--- src/rtl/bus_master_q.sv ---
// CPU insn/data requests queue in per-channel FIFOs and issue onto two independent Avalon-MM hosts.
// Issue is one cycle after a push into an empty FIFO. *_req_ready drops while a FIFO is full.

module bus_master_q_fifo #(
  parameter int W     = 8,
  parameter int DEPTH = 4
) (
  input  logic         clk,
  input  logic         rst_n,
  input  logic         push,
  input  logic [W-1:0] push_dat,
  input  logic         pop,
  output logic [W-1:0] head_dat,
  output logic         head_vld,
  output logic         full
);
  localparam int AW = (DEPTH > 1) ? $clog2(DEPTH) : 1;
  localparam int CW = $clog2(DEPTH + 1);

  logic [W-1:0]  mem [DEPTH];
  logic [AW-1:0] rd_ptr, wr_ptr;
  logic [CW-1:0] count;

  always_ff @(posedge clk) begin
    if (push) mem[wr_ptr] <= push_dat;
  end

  always_ff @(posedge clk) begin
    if (!rst_n) begin
      rd_ptr <= '0;
      wr_ptr <= '0;
      count  <= '0;
    end else begin
      if (push) wr_ptr <= wr_ptr + 1'b1;
      if (pop)  rd_ptr <= rd_ptr + 1'b1;
      count <= count + CW'(push) - CW'(pop);
    end
  end

  assign head_dat = mem[rd_ptr];
  assign head_vld = (count != '0);
  assign full     = (count == CW'(DEPTH));
endmodule

module bus_master_q_chan #(
  parameter int W       = 8,
  parameter int DEPTH   = 4,
  parameter int TIMEOUT = 1024
) (
  input  logic         clk,
  input  logic         rst_n,
  input  logic         start,
  input  logic [W-1:0] req_dat,
  input  logic         waitrequest,
  output logic         req_ready,
  output logic         head_vld,
  output logic [W-1:0] head_dat,
  output logic         done,
  output logic         error
);
  localparam int TW = (TIMEOUT > 0) ? $clog2(TIMEOUT + 1) : 1;
  localparam logic [TW-1:0] TO_LAST = (TIMEOUT > 0) ? TW'(TIMEOUT - 1) : '0;

  logic          full;
  logic          expire;
  logic [TW-1:0] stall_cnt;

  bus_master_q_fifo #(.W(W), .DEPTH(DEPTH)) u_fifo (
    .clk      (clk),
    .rst_n    (rst_n),
    .push     (start & ~full),
    .push_dat (req_dat),
    .pop      (done),
    .head_dat (head_dat),
    .head_vld (head_vld),
    .full     (full)
  );

  assign req_ready = ~full;
  // A stuck head is retired with an error on its TIMEOUT-th stalled cycle.
  assign expire    = (TIMEOUT > 0) && head_vld && waitrequest && (stall_cnt == TO_LAST);
  assign done      = head_vld & (~waitrequest | expire);
  assign error     = expire;

  always_ff @(posedge clk) begin
    if (!rst_n) begin
      stall_cnt <= '0;
    end else if (!head_vld || done) begin
      stall_cnt <= '0;
    end else if (waitrequest && (TIMEOUT > 0)) begin
      stall_cnt <= stall_cnt + 1'b1;
    end
  end
endmodule

module bus_master_q #(
  parameter int DATA_W  = 32,
  parameter int INSN_W  = 128,
  parameter int DEPTH   = 4,
  parameter int TIMEOUT = 1024
) (
  input  logic                              clk,
  input  logic                              rst_n,
  output logic                              cpu_clk,
  output logic                              cpu_rst_n,
  output logic                              irq,
  input  logic                              avl_irq,
  input  logic                              insn_start,
  input  logic [32-$clog2(INSN_W/8)-1:0]    insn_addr,
  output logic                              insn_req_ready,
  output logic                              insn_ready,
  output logic                              insn_error,
  output logic [INSN_W-1:0]                 insn_data_rd,
  input  logic                              data_start,
  input  logic                              data_write,
  input  logic [32-$clog2(DATA_W/8)-1:0]    data_addr,
  input  logic [DATA_W-1:0]                 data_data_wr,
  input  logic [DATA_W/8-1:0]               data_data_be,
  output logic                              data_req_ready,
  output logic                              data_ready,
  output logic                              data_error,
  output logic [DATA_W-1:0]                 data_data_rd,
  output logic [31:0]                       avl_insn_address,
  output logic                              avl_insn_read,
  input  logic [INSN_W-1:0]                 avl_insn_readdata,
  input  logic                              avl_insn_waitrequest,
  output logic [31:0]                       avl_data_address,
  output logic                              avl_data_read,
  output logic                              avl_data_write,
  output logic [DATA_W-1:0]                 avl_data_writedata,
  output logic [DATA_W/8-1:0]               avl_data_byteenable,
  input  logic [DATA_W-1:0]                 avl_data_readdata,
  input  logic                              avl_data_waitrequest
);
  localparam int DLB = $clog2(DATA_W / 8);
  localparam int ILB = $clog2(INSN_W / 8);
  localparam int DAW = 32 - DLB;
  localparam int IAW = 32 - ILB;
  localparam int BEW = DATA_W / 8;
  localparam int DPW = 1 + DAW + DATA_W + BEW;

  assign cpu_clk   = clk;
  assign cpu_rst_n = rst_n;
  assign irq       = avl_irq;

  logic           i_vld, i_done, i_err;
  logic [IAW-1:0] i_addr;

  bus_master_q_chan #(.W(IAW), .DEPTH(DEPTH), .TIMEOUT(TIMEOUT)) u_insn (
    .clk         (clk),
    .rst_n       (rst_n),
    .start       (insn_start),
    .req_dat     (insn_addr),
    .waitrequest (avl_insn_waitrequest),
    .req_ready   (insn_req_ready),
    .head_vld    (i_vld),
    .head_dat    (i_addr),
    .done        (i_done),
    .error       (i_err)
  );

  assign avl_insn_read    = i_vld;
  assign avl_insn_address = i_vld ? (32'(i_addr) << ILB) : '0;
  assign insn_ready       = i_done;
  assign insn_error       = i_err;
  assign insn_data_rd     = (i_done & ~i_err) ? avl_insn_readdata : '0;

  logic              d_vld, d_done, d_err;
  logic [DPW-1:0]    d_head;
  logic              h_wr;
  logic [DAW-1:0]    h_addr;
  logic [DATA_W-1:0] h_wdat;
  logic [BEW-1:0]    h_be;

  bus_master_q_chan #(.W(DPW), .DEPTH(DEPTH), .TIMEOUT(TIMEOUT)) u_data (
    .clk         (clk),
    .rst_n       (rst_n),
    .start       (data_start),
    .req_dat     ({data_write, data_addr, data_data_wr, data_data_be}),
    .waitrequest (avl_data_waitrequest),
    .req_ready   (data_req_ready),
    .head_vld    (d_vld),
    .head_dat    (d_head),
    .done        (d_done),
    .error       (d_err)
  );

  assign {h_wr, h_addr, h_wdat, h_be} = d_head;

  // Command fields are gated by head valid so an empty queue presents an all-zero bus.
  assign avl_data_read       = d_vld & ~h_wr;
  assign avl_data_write      = d_vld & h_wr;
  assign avl_data_address    = d_vld ? (32'(h_addr) << DLB) : '0;
  assign avl_data_writedata  = d_vld ? h_wdat : '0;
  assign avl_data_byteenable = !d_vld ? '0 : (h_wr ? h_be : '1);
  assign data_ready          = d_done;
  assign data_error          = d_err;
  assign data_data_rd        = (d_done & ~d_err) ? avl_data_readdata : '0;
endmodule

--- config.mk ---
export PLATFORM = sky130hd
export DESIGN_NAME = bus_master_q
export DESIGN_NICKNAME = d
export VERILOG_FILES = /design/src/rtl/bus_master_q.sv
export SDC_FILE = /design/constraint.sdc
export NUM_CORES = 1
export LEC_CHECK = 0
export ABC_CLOCK_PERIOD_IN_PS = 9300
export CORE_AREA = 2 2 205 207
export DETAILED_ROUTE_END_ITERATION = 10
export DIE_AREA = 0 0 207 209
export PLACE_DENSITY_LB_ADDON = 0.1
export SYNTH_ARGS = -nofsm -noshare
export SYNTH_HDL_FRONTEND = slang
export SYNTH_SLANG_ARGS = --single-unit
--- constraint.sdc ---
create_clock -name clk -period 9.3 [get_ports clk]
set_clock_uncertainty 0.05 [all_clocks]
set_input_delay 2.325 -clock clk [delete_from_list [all_inputs] [get_ports clk]]
set_output_delay 2.325 -clock clk [all_outputs]
set_load 0.02 [all_outputs]
==> results of run 1 <==
==> synthesized netlist by cell type (all sizes together), types with 3 or more instances <==
cell / number / area [um^2]
xor2: 10 / 87.6
and2: 72 / 450
mux2i: 8 / 80.1
nand3: 6 / 30.0
edfxtp: 380 / 11400
nor3: 4 / 30.0
ha: 14 / 175
nor2b: 64 / 400
dfxtp: 40 / 801
or3: 3 / 18.8
and4: 4 / 35.0
inv: 15 / 56.3
and3: 130 / 813
nand2: 12 / 45.0
xnor2: 13 / 114
mux4: 94 / 2120
nor2: 46 / 173
buf: 31 / 198
clkbuf: 45 / 170
nand4: 7 / 43.8
a21oi: 3 / 15.0
==> registers in the layout, indices dropped and copies added, names as in the netlist, named ones only <==
signal / cells
u_data.u_fifo.count: 3
u_insn.u_fifo.count: 3
u_insn.u_fifo.mem: 112
u_insn.stall_cnt: 11
u_data.u_fifo.wr_ptr: 2
u_insn.u_fifo.rd_ptr: 2
u_data.u_fifo.rd_ptr: 2
u_data.stall_cnt: 11
u_data.u_fifo.mem: 268
u_insn.u_fifo.wr_ptr: 2
==> worst max-delay path by stage <==
| stage | end | slack [ns] | cells after the start | from |
|---|---|---|---|---|
| floorplan | cpu_clk | 2.14 | 1 | clk |
| global placement | cpu_clk | 1.77 | 1 | clk |
| detailed placement | cpu_clk | 1.77 | 1 | clk |
| CTS | cpu_clk | 1.50 | 3 | clk |
| global route | cpu_clk | 1.49 | 3 | clk |
| finish | cpu_clk | 1.50 | 3 | clk |
==> routing by layer <==
layer  part of all wire  track usage  vias to the layer above
met5             0.0021            0                        -
met4              0.022       0.0852                       22
met3               0.13        0.147                       92
met2               0.44        0.436                      563
met1               0.40        0.385                     5796
li1                   -            -                     4937
==> cells by family after synthesis <==
kind of cell / synth area share
AO/OA/AOI/OAI: 0.00488
XOR/XNOR: 0.0116
adder cells (fa/ha/maj): 0.0123
buffers and inverters: 0.0246
flip-flops: 0.701
multiplexers: 0.127
other: 0.000215
AND/OR/NAND/NOR: 0.119
==> power by group <==
part | internal, mW | leakage, nW | switching [mW]
clock network | 1.06 | 0.723 | 0.739
logic | 1.18 | 4.03 | 1.43
registers | 2.29 | 3.81 | 0.0893
==> per-stage QoR <==
step                total power [mW]  hold WS [ns]
global placement                5.05         0.383
finish                          6.79         0.396
CTS                             6.85         0.393
detailed placement              5.05         0.379
global route                    7.05         0.413
floorplan                       3.81         0.363
==> placed cells by master, fill, tap and decap left out, types with 2 or more instances in the layout <==
| cell type | netlist | layout |
|---|---|---|
| dfxtp_1 | 40 | 37 |
| and2_1 | 72 | 68 |
| dfxtp_4 | 0 | 2 |
| clkdlybuf4s50_1 | 0 | 525 |
| mux4_2 | 94 | 94 |
| nand3_1 | 6 | 6 |
| or3_1 | 3 | 3 |
| clkinv_2 | 0 | 7 |
| nor2_1 | 46 | 46 |
| a21oi_1 | 3 | 3 |
| clkbuf_1 | 44 | 13 |
| clkbuf_16 | 0 | 49 |
| nand4_1 | 7 | 7 |
| mux2i_1 | 8 | 8 |
| xnor2_1 | 13 | 13 |
| and3_1 | 130 | 130 |
| and4_1 | 4 | 4 |
| nor3_1 | 2 | 2 |
| clkinvlp_4 | 0 | 2 |
| inv_1 | 15 | 13 |
| diode_2 | 0 | 6 |
| and2_4 | 0 | 4 |
| o21ai_0 | 2 | 2 |
| edfxtp_1 | 380 | 380 |
| nand2_1 | 12 | 12 |
| a21boi_1 | 2 | 2 |
| conb_1 | 1 | 6 |
| nor2b_1 | 64 | 64 |
| buf_4 | 15 | 18 |
| xor2_1 | 10 | 10 |
| clkinv_1 | 1 | 10 |
| bufinv_16 | 0 | 3 |
| ha_1 | 14 | 14 |
| nand2b_1 | 2 | 2 |
| fa_1 | 2 | 2 |
==> cell type report <==
type,instances,area share
flip-flops and latches,420,0.495
repair buffers,542,0.218
multi-input cells,511,0.195
clock buffers,63,0.0521
well taps,539,0.0273
clock inverters,23,0.00877
inverters,16,0.00248
diodes,6,0.000608
==> impl_metrics.json, run 1 <==
{
  "run_status": "finished clean",
  "ys_warn_count": 0,
  "clkTransAtPathRegs_ns": 0.06,
  "hold_path_class": "reg2reg",
  "timing.rr.end": "u_data.u_fifo.count[2]",
  "finalMaxSlewViolations": 0,
  "crit_path_max_fanout": 2,
  "maxCapViolations": 0,
  "first_pass_iters": 5,
  "antenna_found_initial": 17,
  "layout.nets": 1818,
  "critical_path.top_delay_family": "buffers and inverters",
  "tritoncts": "yes",
  "synth-seq-cells": 420,
  "dp.final_hpwl_um": 47100,
  "drt-initial-drc-count": 986,
  "setup-violations-final": 0,
  "rows": 75,
  "gp_congestion": 0.913,
  "multi_input_area_um2": 4820,
  "gr-total-overflow": 0,
  "endpoint_kind": "output port",
  "port_buffers": 525,
  "num_io_pins": 534,
  "ys_seq_area_frac": 0.701,
  "place_area_um2": 23200,
  "tightest_slew_ns": 1.01,
  "syn_avg_cell_area_um2": 17.1,
  "initial_core_util": 0.422,
  "grt.total_usage": 0.295,
  "hold_viol_final": 0,
  "place_inst": 2029,
  "power.density_nw_per_um2": 275,
  "vias": 11400,
  "first_global_vias": 11300,
  "rr_worst_depth": 10,
  "post-place-ws_ns": 1.77,
  "design_area_um2": 24700,
  "fin_util": 0.598,
  "synth_cell_type_count": 39,
  "max_slew_margin": 0.323,
  "syn_inst": 1018,
  "cp.required_ns": 6.93,
  "holdBufCountCts": 0,
  "synthesis.area_um2": 17400,
  "critPathMaxStageDelay_ns": 0.52,
  "power.leakage_nw": 8.56,
  "cp-start-kind": "clock port",
  "drive_above_1_share": 0.119,
  "yosys_most_used_dff": "edfxtp_1",
  "cts_resized": 0,
  "fin_cells": 2120,
  "die_w_um": 207,
  "synth_edf_count": 380,
  "slowest_stage": "clkdlybuf4s50_1",
  "crit_chain": "clkbuf_16 -> clkbuf_16 -> clkdlybuf4s50_1",
  "post_cts_buffers": 0,
  "cpMostUsedCell": "clkbuf_16",
  "area_growth_pct": 41.6,
  "routed_wl_um": 64700,
  "ff_latch_area_um2": 12200,
  "viasPerCell": 5.38,
  "r2r_slack_ns": 6.23,
  "die_area_um2": 43300,
  "drc": 0,
  "grt_setup_unrepaired": "no",
  "async_flop_share": 0,
  "holdPathEnd": "u_data.stall_cnt[0]",
  "fillers": 3186,
  "wl_per_cell_um": 30.5,
  "hold_depth": 1,
  "ant_nets": 0,
  "fin_tns_setup_ns": 0,
  "clk_latency_ns": 0.69,
  "worstHoldStart": "u_data.stall_cnt[0]",
  "setup_ws_ns": 1.50,
  "die_y_um": 209,
  "grt_start_max_net_pins": 92,
  "ir_worst_vdd_uv": 223,
  "crit_buf_inv": 3,
  "grt_pass1_wl_um": 88400,
  "core_um2": 41300,
  "cp.arrival_ns": 5.42,
  "crit_type": "clk2out",
  "rr_startpoint": "u_data.u_fifo.count[1]"
}
Note: power is estimated with default switching activity, not from simulation.
==> inputs of run 2 (changes only) <==
--- a/config.mk
+++ b/config.mk
@@ -5,10 +5,10 @@
 export SDC_FILE = /design/constraint.sdc
 export NUM_CORES = 1
 export LEC_CHECK = 0
-export ABC_CLOCK_PERIOD_IN_PS = 9300
-export CORE_AREA = 2 2 205 207
+export ABC_CLOCK_PERIOD_IN_PS = 7600
+export CORE_AREA = 2 2 208 210
 export DETAILED_ROUTE_END_ITERATION = 10
-export DIE_AREA = 0 0 207 209
+export DIE_AREA = 0 0 210 212
 export PLACE_DENSITY_LB_ADDON = 0.1
 export SYNTH_ARGS = -nofsm -noshare
 export SYNTH_HDL_FRONTEND = slang
==> constraint.sdc (replaced) <==
create_clock -name clk -period 7.6 [get_ports clk]
set_clock_uncertainty 0.05 [all_clocks]
set_input_delay 1.9 -clock clk [delete_from_list [all_inputs] [get_ports clk]]
set_output_delay 1.9 -clock clk [all_outputs]
set_load 0.02 [all_outputs]
==> run 2 against run 1 <==
Net effect:
- clock power up 21%
- setup slack worse by 0.44 ns
- sequential power grew 23%
- register-to-register slack lost 1.9 ns
- first-iteration DRC count decreased by 2.4%
==> impl_metrics.json, run 2 (synthesis results as in run 1) <==
{
  "run_status": "finished clean",
  "cp-start-kind": "clock port",
  "drc": 0,
  "rows": 76,
  "tightest_slew_ns": 1.05,
  "max_slew_margin": 0.296,
  "hold_viol_final": 0,
  "pwr-share-seq": 0.356,
  "hold_path_class": "reg2reg",
  "gr-total-overflow": 0,
  "first_pass_iters": 5,
  "crit_path_max_fanout": 2,
  "p_clk_frac": 0.264,
  "regMostFlops": "u_data.u_fifo.mem",
  "power.leakage_nw": 8.54,
  "layout_commonest_cell": "clkdlybuf4s50_1",
  "crit_type": "clk2out",
  "endpoint_kind": "output port",
  "grt_pass1_wl_um": 81700,
  "antenna_found_initial": 34,
  "first_global_vias": 11000,
  "area_growth_pct": 41.5,
  "largest_reg_flops": 268,
  "port_buffers": 525,
  "clkTransAtPathRegs_ns": 0.05,
  "pwr-share-comb": 0.381,
  "setup-violations-final": 0,
  "drt-initial-drc-count": 962,
  "cp.arrival_ns": 4.59,
  "core_um2": 42500,
  "r2r_slack_ns": 4.29,
  "num_io_pins": 534,
  "grt_setup_unrepaired": "no",
  "grt_start_max_net_pins": 92,
  "p_switching_mw": 2.72,
  "routed_wl_um": 60500,
  "maxCapViolations": 0,
  "clk_latency_ns": 0.69,
  "tritoncts": "yes",
  "power.density_nw_per_um2": 334,
  "netSwitchingFraction": 0.330,
  "layout.nets": 1816,
  "holdBufCountCts": 0,
  "viasPerCell": 5.25,
  "wl_per_cell_um": 28.5,
  "internal_power_mw": 5.52,
  "vias": 11200,
  "ir_worst_vdd_uv": 251,
  "grt.total_usage": 0.268,
  "layout_common_cells": "525 x clkdlybuf4s50_1, 380 x edfxtp_1, 130 x and3_1",
  "fin_tns_setup_ns": 0,
  "die_w_um": 210,
  "finalMaxSlewViolations": 0,
  "cts_resized": 0,
  "die_y_um": 212,
  "initial_core_util": 0.410,
  "gp_congestion": 0.827,
  "dp.final_hpwl_um": 43800,
  "post_cts_buffers": 0,
  "reg_top3": "u_data.u_fifo.mem: 268 flops, u_insn.u_fifo.mem: 112 flops",
  "drive_above_1_share": 0.117,
  "ant_nets": 0,
  "cp.required_ns": 5.65,
  "die_area_um2": 44500,
  "power_mw": 8.24,
  "fillers": 3334
}
==> run 2: cell count changes in the layout (fill, tap and decap cells not counted), sizes merged <==
| cell | delta |
|---|---|
| buf | -2 |
| clkinvlp | -1 |
| clkbuf | -5 |
| diode | +5 |
| inv | +3 |
==> run 2: metal layers <==
layer	up-vias	global-route usage	share of wire
li1	4943	-	-
met2	518	0.402	0.45
met4	18	0.0775	0.021
met3	108	0.137	0.13
met5	-	0	0.0020
met1	5579	0.343	0.40
==> run 2: final timing paths <==
kind,start,endpoint,depth (start not counted)
worst min register to register,u_data.stall_cnt[0],u_data.stall_cnt[0],1
worst min-delay path,u_data.stall_cnt[0],u_data.stall_cnt[0],1
worst max register to register,u_data.u_fifo.count[1],u_data.u_fifo.count[2],10
worst max-delay path,clk,cpu_clk,3
==> run 2: through the flow <==
step | instance area (um^2) | setup WS (ns) | util | hold slack [ns] | cells
finish | 24700 | 1.06 | 0.580 | 0.394 | 2127
global route | 24600 | 1.04 | 0.580 | 0.416 | 2118
CTS | 24600 | 1.06 | 0.580 | 0.391 | 2116
detailed placement | 23200 | 1.34 | 0.546 | 0.383 | 2034
global placement | 23200 | 1.34 | 0.546 | 0.375 | 2034
floorplan | 17400 | 1.72 | - | 0.363 | 1023
==> run 2: cell type report <==
type / count / area [um^2] / share of cell area
clock inverters: 25 / 214 / 0.00867
clock buffers: 58 / 1240 / 0.0505
repair buffers: 540 / 5390 / 0.219
well taps: 546 / 683 / 0.0277
inverters: 16 / 61.3 / 0.00249
diodes: 11 / 27.5 / 0.00112
flip-flops and latches: 420 / 12200 / 0.495
multi-input cells: 511 / 4820 / 0.196
==> run 2: power groups by stage <==
stage,Combinational (mW),Sequential [mW],Clock (mW)
2_1_floorplan,1.74,2.90,0.0154
3_3_place_gp,3.14,2.98,0.0177
3_5_place_dp,3.15,2.99,0.0177
4_1_cts,3.17,2.94,2.22
5_1_grt,3.31,2.96,2.31
6_report,3.14,2.93,2.17
==> run 2: critical path, stage by stage <==
cell and delay [ns]:
clkbuf_16 0.12, clkbuf_16 0.13, clkdlybuf4s50_1 0.54
==> inputs of run 3 (changes only) <==
--- a/config.mk
+++ b/config.mk
@@ -6,6 +6,7 @@
 export NUM_CORES = 1
 export LEC_CHECK = 0
 export ABC_CLOCK_PERIOD_IN_PS = 7600
+export CAP_MARGIN = 20
 export CORE_AREA = 2 2 208 210
 export DETAILED_ROUTE_END_ITERATION = 10
 export DIE_AREA = 0 0 210 212
==> run 3 against run 2 <==
Net effect:
- via count is 0.36% lower
- highest routed layer unchanged
- critical endpoint unchanged
- critical path type unchanged
- largest power group unchanged
- sequential power hardly changed
- count of clock-buffer cells in the layout stayed put
==> impl_metrics.json, run 3 (synthesis results as in run 1) <==
{
  "drive_above_1_share": 0.118,
  "first_pass_iters": 5,
  "antenna_found_initial": 34,
  "power_mw": 8.26,
  "grt_pass1_wl_um": 81700,
  "grt.total_usage": 0.268,
  "die_w_um": 210,
  "fin_util": 0.581,
  "grt_use_met2": 0.402,
  "hold_depth": 1,
  "rr_startpoint": "u_data.u_fifo.count[1]",
  "finalMaxSlewViolations": 0,
  "critical_path.top_delay_family": "buffers and inverters",
  "tightest_slew_ns": 1.06,
  "die_y_um": 212,
  "initial_core_util": 0.410,
  "critPathMaxStageDelay_ns": 0.54,
  "use_met1": 0.343,
  "hold_viol_final": 0,
  "cp.arrival_ns": 4.59,
  "max_slew_margin": 0.288,
  "num_io_pins": 534,
  "grt_start_max_net_pins": 92,
  "rr_worst_depth": 10,
  "cp.required_ns": 5.65,
  "clkTransAtPathRegs_ns": 0.05,
  "area_growth_pct": 41.7,
  "place_inst": 2034,
  "ant_nets": 0,
  "gp_congestion": 0.827,
  "cp-start-kind": "clock port",
  "rows": 76,
  "drc": 0,
  "power.leakage_nw": 8.56,
  "ir_worst_vdd_uv": 251,
  "power.density_nw_per_um2": 335,
  "grt_util_met3": 0.137,
  "port_buffers": 525,
  "drt-initial-drc-count": 1035,
  "worstSetupStartpoint": "clk",
  "holdBufCountCts": 0,
  "regMostFlops": "u_data.u_fifo.mem",
  "endpoint_kind": "output port",
  "layout.nets": 1817,
  "fillers": 3329,
  "cts_resized": 0,
  "core_um2": 42500,
  "hold_ws_ns": 0.394,
  "crit_path_max_fanout": 2,
  "reg_top3": "u_data.u_fifo.mem: 268 flops, u_insn.u_fifo.mem: 112 flops",
  "cpMostUsedCell": "clkbuf_16",
  "worstHoldStart": "u_data.stall_cnt[0]",
  "dp.final_hpwl_um": 43800,
  "viasPerCell": 5.23,
  "die_area_um2": 44500,
  "maxCapViolations": 0,
  "vias": 11100,
  "crit_type": "clk2out",
  "hold_path_class": "reg2reg",
  "crit_buf_inv": 3,
  "layout_commonest_cell": "clkdlybuf4s50_1",
  "fin_tns_setup_ns": 0,
  "first_global_vias": 11000,
  "setup-violations-final": 0,
  "clk_latency_ns": 0.69,
  "tritoncts": "yes",
  "run_status": "finished clean",
  "post_cts_buffers": 0,
  "largest_reg_flops": 268,
  "crit_cells": 3,
  "gr-total-overflow": 0,
  "grt_setup_unrepaired": "no",
  "routed_wl_um": 60500,
  "top_usage_layer": "met2",
  "crit_chain": "clkbuf_16 -> clkbuf_16 -> clkdlybuf4s50_1",
  "wl_per_cell_um": 28.4,
  "fin_cells": 2128,
  "layout_common_cells": "525 x clkdlybuf4s50_1, 380 x edfxtp_1, 130 x and3_1",
  "slowest_stage": "clkdlybuf4s50_1"
}
-- run 3: cell count changes in the layout (fill, tap and decap cells not counted) --
cell,change
buf_16,+1
-- run 3: power breakdown --
| part | switching [mW] | internal [mW] |
|---|---|---|
| clock | 0.906 | 1.27 |
| combinational | 1.68 | 1.47 |
| sequential | 0.134 | 2.80 |
| total | 2.72 | 5.54 |
-- run 3: path summary, 6_finish.rpt --
| kind | slack, ns | to |
|---|---|---|
| worst max-delay path | 1.06 | cpu_clk |
| worst min-delay path | 0.39 | u_data.stall_cnt[0] |
| worst max register to register | 4.27 | u_data.u_fifo.count[2] |
| worst min register to register | 0.39 | u_data.stall_cnt[0] |
-- run 3: worst register-to-register path: stages (launching register included) --
cell and delay, ns:
dfxtp_1 0.36, nor3_4 0.87, buf_12 0.36, nor2_1 0.26
ha_1 0.32, inv_1 0.04, ha_1 0.18, fa_1 0.41
xnor2_1 0.19, xnor2_1 0.14, nor2_1 0.05
-- run 3: per-stage QoR --
| stage | instance area [um^2] | setup WS, ns |
|---|---|---|
| 2_1_floorplan | 17400 | 1.72 |
| 3_3_place_gp | 23200 | 1.34 |
| 3_5_place_dp | 23200 | 1.34 |
| 4_1_cts | 24600 | 1.06 |
| 5_1_grt | 24700 | 1.04 |
| 6_report | 24700 | 1.06 |
-- run 3: final cells by class --
type	instances	area (um^2)	share of cell area
Multi-Input combinational cell	511	4820	0.195
Inverter	16	61.3	0.00248
Antenna cell	11	27.5	0.00111
Timing Repair Buffer	541	5420	0.219
Clock inverter	25	214	0.00866
Clock buffer	58	1240	0.0504
Tap cell	546	683	0.0277
Sequential cell	420	12200	0.495
-- run 3: metal layers --
metal  routed length, um  up-vias
met5                 127        -
met4                1280       18
met3                8250      110
met2               27200      503
met1               23600     5556
li1                    -     4939
